File: src/rtl/updown_timer_ctrl.sv
// updown_timer_ctrl: programmable up/down timer sequencer.
// Latches a command (period, dir, prescale, periodic) on start, loads the
// counter, steps it once every prescale+1 RUN cycles and raises tick/pend/ovf
// at terminal count. One-shot commands end in DONE; periodic ones auto-reload.
//
// Ports:
//   clk, rst      clock and synchronous active-high reset
//   start, stop   command strobe / abort strobe (stop has priority)
//   ack           clears pend and ovf
//   period        terminal value P (32 bit)
//   dir           1 = count up 0..P, 0 = count down P..0
//   prescale      K, step every K+1 RUN cycles
//   periodic      1 = auto-reload at terminal, 0 = one-shot
//   cnt           current count
//   busy          high in LOAD or RUN
//   tick          one-cycle pulse at terminal count
//   pend, ovf     sticky event flag / event-while-pending flag
//   state         IDLE=0, LOAD=1, RUN=2, DONE=3
module updown_timer_ctrl (
    input  logic        clk,
    input  logic        rst,
    input  logic        start,
    input  logic        stop,
    input  logic        ack,
    input  logic [31:0] period,
    input  logic        dir,
    input  logic [7:0]  prescale,
    input  logic        periodic,
    output logic [31:0] cnt,
    output logic        busy,
    output logic        tick,
    output logic        pend,
    output logic        ovf,
    output logic [1:0]  state
);

    localparam int unsigned CNT_W = 32;
    localparam int unsigned PRE_W = 8;

    typedef enum logic [1:0] {
        IDLE = 2'd0,
        LOAD = 2'd1,
        RUN  = 2'd2,
        DONE = 2'd3
    } state_t;

    typedef struct packed {
        logic [CNT_W-1:0] period;
        logic             dir;
        logic [PRE_W-1:0] prescale;
        logic             periodic;
    } cmd_t;

    state_t           state_q, state_n;
    cmd_t             cmd_q, cmd_n;
    logic [PRE_W-1:0] pre_q, pre_n;
    logic [CNT_W-1:0] cnt_n;
    logic             busy_n, tick_n, pend_n, ovf_n;

    logic [CNT_W-1:0] start_val, term_val;
    logic             en, at_term;

    // Start/terminal values and step enable derived from the latched command
    assign start_val = cmd_q.dir ? CNT_W'(0) : cmd_q.period;
    assign term_val  = cmd_q.dir ? cmd_q.period : CNT_W'(0);
    assign en        = (pre_q == cmd_q.prescale);
    assign at_term   = (cnt == term_val);

    // Next-state, datapath and event-flag logic
    always_comb begin
        state_n = state_q;
        cmd_n   = cmd_q;
        pre_n   = pre_q;
        cnt_n   = cnt;
        tick_n  = 1'b0;
        pend_n  = pend;
        ovf_n   = ovf;

        case (state_q)
            IDLE: begin
                if (start && !stop) begin
                    cmd_n   = '{period, dir, prescale, periodic};
                    state_n = LOAD;
                end
            end
            LOAD: begin
                if (stop) begin
                    state_n = IDLE;
                end else if (start) begin
                    cmd_n   = '{period, dir, prescale, periodic};
                    state_n = LOAD;
                end else begin
                    cnt_n   = start_val;
                    pre_n   = PRE_W'(0);
                    state_n = RUN;
                end
            end
            RUN: begin
                if (stop) begin
                    state_n = IDLE;
                end else if (start) begin
                    cmd_n   = '{period, dir, prescale, periodic};
                    state_n = LOAD;
                end else if (en) begin
                    pre_n = PRE_W'(0);
                    if (!at_term) begin
                        cnt_n = cmd_q.dir ? cnt + CNT_W'(1) : cnt - CNT_W'(1);
                    end else begin
                        tick_n = 1'b1;
                        if (cmd_q.periodic) begin
                            cnt_n = start_val;
                        end else begin
                            state_n = DONE;
                        end
                    end
                end else begin
                    pre_n = pre_q + PRE_W'(1);
                end
            end
            DONE: begin
                if (stop) begin
                    state_n = IDLE;
                end else if (start) begin
                    cmd_n   = '{period, dir, prescale, periodic};
                    state_n = LOAD;
                end else if (ack) begin
                    state_n = IDLE;
                end
            end
            default: state_n = IDLE;
        endcase

        // A tick on the ack edge wins: pend stays set and ovf is left alone
        if (tick_n) begin
            pend_n = 1'b1;
            if (pend && !ack) begin
                ovf_n = 1'b1;
            end
        end else if (ack) begin
            pend_n = 1'b0;
            ovf_n  = 1'b0;
        end

        busy_n = (state_n == LOAD) || (state_n == RUN);
    end

    // State and output registers
    always_ff @(posedge clk) begin
        if (rst) begin
            state_q <= IDLE;
            cmd_q   <= '0;
            pre_q   <= '0;
            cnt     <= '0;
            busy    <= 1'b0;
            tick    <= 1'b0;
            pend    <= 1'b0;
            ovf     <= 1'b0;
        end else begin
            state_q <= state_n;
            cmd_q   <= cmd_n;
            pre_q   <= pre_n;
            cnt     <= cnt_n;
            busy    <= busy_n;
            tick    <= tick_n;
            pend    <= pend_n;
            ovf     <= ovf_n;
        end
    end

    assign state = state_q;

endmodule
File: config.mk
export PLATFORM = sky130hd
export DESIGN_NAME = updown_timer_ctrl
export DESIGN_NICKNAME = d
export VERILOG_FILES = /design/src/rtl/updown_timer_ctrl.sv
export SDC_FILE = /design/constraint.sdc
export NUM_CORES = 1
export LEC_CHECK = 0
export BUFFER_PORTS_ARGS = -buffer_cell sky130_fd_sc_hd__buf_2
export CAP_MARGIN = 10
export CORE_ASPECT_RATIO = 1.75
export CORE_MARGIN = 4
export CORE_UTILIZATION = 50
export CTS_BUF_LIST = sky130_fd_sc_hd__clkbuf_4
export CTS_CLUSTER_SIZE = 40
export DETAILED_ROUTE_END_ITERATION = 10
export HOLD_SLACK_MARGIN = 0.1
export PLACE_DENSITY = 0.74
export SLEW_MARGIN = 20
export SYNTH_ARGS = -nofsm -noshare
export SYNTH_HDL_FRONTEND = slang
export SYNTH_SLANG_ARGS = --single-unit
File: constraint.sdc
create_clock -name clk -period 4.2 [get_ports clk]
set_input_delay 1.26 -clock clk [delete_from_list [all_inputs] [get_ports clk]]
set_output_delay 1.26 -clock clk [all_outputs]
set_load 0.005 [all_outputs]
* Word level (Yosys, flattened, before mapping) *
Cells that the tools add are included.
W data, S select, Z words.

storage, ports and cells
  register bits = 88
  word-level logic and storage cells = 86
  input port bits = 47

operators by class
  $add $sub $neg = 3
  reduce and logical (&&, ||, !) cells = 13
  equal/unequal tests = 17
  mux-type cells = 42

operator list
  kind                     count
  $mux W32                 10
  $mux W42                 3
  $pmux W42 S2             1
  $pmux W32 S2             1
  $mux W8                  5
  $add A32 B1 Y32 const B  1
  $eq A32 B32 Y1           1
  $sub A32 B1 Y32 const B  1
  $mux W2                  11
  $pmux W8 S2              1
  $ne A2 B2 Y1 const B     7
  $mux W1                  9
  $add A8 B1 Y8 const B    1
  $eq A8 B8 Y1             1
  $pmux W2 S4              1
  $reduce_and A7 Y1        1
  $eq A2 B2 Y1 const B     3
  $reduce_and A5 Y1        1
  $eq A2 B1 Y1 const B     2
  $ne A2 B1 Y1 const B     2
  $reduce_bool A2 Y1       2
  $ne A3 B3 Y1 const B     1
  $reduce_and A3 Y1        1
  $reduce_or A3 Y1         1
  5 further kinds          7

* Depth between registers and ports, before layout *
  word-level depth = 9
  depth in mapped cells = 14
  gate-level depth less buffers = 10

* Worst setup path after synthesis *
No wires, ideal clock.

  path type = reg-to-reg
  from = register cmd_q[9] (netlist bit)
  to = register cnt[18]
  path buffers = 4
  required time = 4.061 ns
  stages on the path, launching flop included = 15
  setup slack = 0.087 ns
  data arrival time = 3.974 ns
  cell sequence = dfxtp_1 -> buf_2 -> clkinv_1 -> clkbuf_1 -> clkbuf_1 -> ha_1 -> clkbuf_1 -> a211o_1 -> o221a_2 -> o21ai_1 -> a2111oi_2 -> o21ai_1 -> o2111a_1 -> a211oi_1 -> a211oi_1

between the ends
  longest elaborated chain between the ends = 7
  elaborated cells on any way between the ends = 14
  classes of those cells = 2 x eq/ne; 11 x mux; 1 x reduce/logical

RTL lines
  element                                     RTL line  RTL
  start, declared                             55        cmd_t cmd_q, cmd_n;
  start signal, assigned                      160       cmd_q <= cmd_n;
  $mux W32, on equally long branches          65, 64
  $eq A32 B32 Y1 or $mux W32 (tied branches)  67, 110
  $mux W32                                    106       if (!at_term) begin
  $mux W32                                    104       end else if (en) begin
  $mux W32                                    101       end else if (start) begin
  $mux W32                                    99        if (stop) begin
  $pmux W32 S2                                79        case (state_q)
  end signal, assigned                        162       cnt <= cnt_n;
  end, declared                               29        output logic [31:0] cnt,

Several ways; a longest one is shown, not always the timed one. The select of a mux whose other input is x is not followed.
A chain may end at the register's enable or synchronous reset.

* Worst setup path after layout *
  from = register cmd_q[9] (netlist bit)
  to = register cnt[14]

The elaborated chain is that of the path after synthesis.

==> summary.md <==
| Metric | Value |
|---|---|
| MaxCap Viol Count | 0 |
| Arrival time at the worst endpoint | 3700 ps |
| Post-synth cell types | 71 |
| Number of global-route vias before repair | 5891 |
| Worst Clk Skew | 15.8 ps |
| Clk sink count | 88 |
| Critical Path, Cell by Cell | buf_4 > or4_4 > a2111oi_4 > nand4_2 > o31a_1 > nor2_4 > a221oi_1 > a211oi_1 |
| Starting DRT DRC Count | 412 |
| Yosys warns | 0 |
| Inserted Clock Buffers | 9 |
| Die Span Y | 154 um |
| Max Slew Vio Count | 0 |
| Endpoints failing hold | 0 |
| Fin crit share | 0.793 |
| FFs w/ async S/R, synth | 0 |
| CP Capture Type | register |
| Setup Buffers After CTS | 0 |
| Leakage power total | 2.75 nW |
| Min Tclk post-route | 3330 ps |
| Final setup viols | 0 |
| RSZ-0062 raised after global routing | false |
| Die area | 14100 um^2 |
| Gr ovfl total | 0 |
| Port buffer count | 84 |
| Core ar. | 11900 um^2 |
| Worst Path Required | 4570 ps |
| Htree depth | 3 |
| Utilization after layout | 0.562 |
| Max Clock Freq | 300 MHz |
| Status | finished clean |
| Net Count, Synth | 890 |
| Clk buf depth | 2 |
| Setup ws final | 871 ps |
| Slowest cell on the critical path | o31a_1 |
| Starting Density | 0.510 |
| Worst Max-Slew Pin Slew | 1020 ps |
| Syn_area_per_cell | 7.50 um^2 |
| Area delta synth->final | 10.3% |
| Critical path class | register to register |
| Largest net degree at the start of global routing | 52 |
| Layout Nets | 954 |
| Normalized max-slew margin | 0.318 |
| I/O pins | 85 |
| CTS root buf | clkbuf_4 |
| Crit start category | register |
| Drt drc | 0 |
| Antenna violations before repair | 1 |
| Detail Placement HPWL | 14000 um |
| Hold Buf Count CTS | 0 |
| Routed vias | 6257 |
| Setup tns final | 0 ps |
| Cells after Synth | 811 |
| Total global routing track utilization | 0.264 |
| Hold Crit Class | register to register |
| Post-synthesis cell area | 6080 um^2 |
| Register area share after synthesis | 0.290 |
| CP peak stage delay | 670 ps |
| Wire per inst | 18.1 um |
| Global-route wire length before repair | 30200 um |
| GP Congestion | 0.976 |
| Cell Pwr Density | 269 nW/um^2 |
| Clock-pin slew on the worst setup and hold paths | 140 ps |
| Cts repair resizes | 0 |
| Post-synth EDFFs | 0 |
| Die width | 91.4 um |
| Pre-Repair DR Iteration Count | 5 |
| Skew-Pair Late Insertion Delay | 460 ps |
| Most used DFF post-synth | dfxtp_1 |
| Vias per cell | 6.15 |
| Maximum vdd drop | 0.000217 V |
| Post-DRT Antenna Nets | 0 |
| Pre-CTS setup slack | 902 ps |
| TritonCTS clock tree | done |
| Fraction of layout instances using a drive strength above 1 | 0.142 |
| Yosys reg bits | 88 |
| CP Max Fanout | 31 |
| Total routed wirelength | 18500 um |
| Site row count | 53 |
[per-stage QoR]
step / cells / hold WS (ps) / power [mW] / instance area, um^2
3_5_place_dp: 1001 / 464 / 1.39 / 6600
2_1_floorplan: 811 / 449 / 1.25 / 6080
4_1_cts: 1017 / 482 / 1.81 / 6710
5_1_grt: 1018 / 514 / 1.91 / 6710
3_3_place_gp: 1001 / 459 / 1.38 / 6600
6_report: 1018 / 482 / 1.81 / 6710
[synth_stat cells, types with 5 or more instances]
| library cell | number | area [um^2] |
|---|---|---|
| o211ai_1 | 11 | 82.6 |
| o21a_1 | 8 | 60.1 |
| xnor2_1 | 28 | 245 |
| nand2_1 | 125 | 469 |
| clkbuf_1 | 32 | 120 |
| a31oi_1 | 13 | 81.3 |
| a32oi_1 | 6 | 52.6 |
| and3_1 | 11 | 68.8 |
| nand4_1 | 16 | 100 |
| nor4bb_1 | 7 | 70.1 |
| a21oi_1 | 76 | 380 |
| o31ai_1 | 5 | 37.5 |
| o21ai_0 | 34 | 170 |
| a311oi_1 | 8 | 70.1 |
| xor2_1 | 5 | 43.8 |
| nor2b_1 | 10 | 62.6 |
| a211oi_1 | 31 | 233 |
| nor3_1 | 18 | 90.1 |
| nand3_1 | 12 | 60.1 |
| a221oi_1 | 6 | 52.6 |
| ha_1 | 31 | 388 |
| inv_1 | 23 | 86.3 |
| buf_2 | 7 | 35.0 |
| a22oi_1 | 9 | 67.6 |
| a21o_1 | 15 | 113 |
| nor2_1 | 90 | 338 |
| nand3b_1 | 6 | 45.0 |
| dfxtp_1 | 88 | 1760 |
[worst paths after layout]
path / startpoint / endpoint / slack, ps / cells after the start
setup reg to reg: cmd_q[9]$_SDFFE_PP0P_ / cnt[14]$_SDFFE_PP0P_ / 870 / 8
setup / recovery: cmd_q[9]$_SDFFE_PP0P_ / cnt[14]$_SDFFE_PP0P_ / 870 / 8
hold reg to reg: cmd_q[3]$_SDFFE_PP0P_ / cmd_q[3]$_SDFFE_PP0P_ / 480 / 2
hold / removal: cmd_q[3]$_SDFFE_PP0P_ / cmd_q[3]$_SDFFE_PP0P_ / 480 / 2
[power breakdown]
part | switching (mW) | internal, mW
clock | 0.310 | 0.122
sequential | 0.0390 | 0.861
combinational | 0.284 | 0.190
[worst max-delay path: cells and delay by family (launching register included)]
| kind | cells | cell delay [ps] |
|---|---|---|
| AO/OA/AOI/OAI | 4 | 1440 |
| buffers and inverters | 1 | 230 |
| flip-flops | 1 | 340 |
| AND/OR/NAND/NOR | 3 | 1230 |
[cell usage in the layout (no fill, tap or decap), types with 4 or more instances in the layout]
cell type  count
a211oi_1      31
and3_1        11
nor3_1        18
ha_1          31
and2_1         4
o22ai_1        4
nor2_1        90
o32ai_1        4
xnor2_1       28
a31oi_1       13
mux2i_1        4
a221oi_1       6
nand2_1      125
a311oi_1       8
o211ai_1      11
xor2_1         5
o21a_1         8
clkbuf_4       9
buf_2         84
a21oi_1       76
nand4_1       16
buf_4         11
nand3b_1       6
o21ai_0       34
a21o_1        15
dfxtp_1       88
a32oi_1        6
a22oi_1        9
inv_1         23
nor4bb_1       7
o31ai_1        5
nor2b_1        9
nand3_1       12
[state kept, by name (all words and copies together), names as in the netlist]
register / cells
cmd_q: 42
cnt: 32
pre_q: 8
state: 2
busy: 1
ovf: 1
pend: 1
tick: 1
[final cells by class]
type	instances	area (um^2)
repair buffers	95	503
diodes	1	2.50
clock buffers	9	67.6
well taps	137	171
inverters	24	90.1
fillers	1190	5230
multi-input cells	657	4070
clock inverters	7	45.0
flip-flops and latches	88	1760
[logic make-up after synthesis]
logic type / Yosys count / share of synthesized area
xor gates and xnor gates: 33 / 0.0475
buffers and inverters: 66 / 0.0434
AOI/OAI and AO/OA: 267 / 0.299
adders and majority gates: 32 / 0.0670
and+or+nand+nor: 321 / 0.247
muxes: 4 / 0.00658
DFF: 88 / 0.290
[layer usage]
metal	wire length, um	up-vias	global-route usage
met2	9380	208	0.461
met4	851	0	0.137
met3	968	51	0.0406
met1	7270	2872	0.308
met5	0	-	0
li1	-	3126	-
Power figures use the tool's default switching activity.
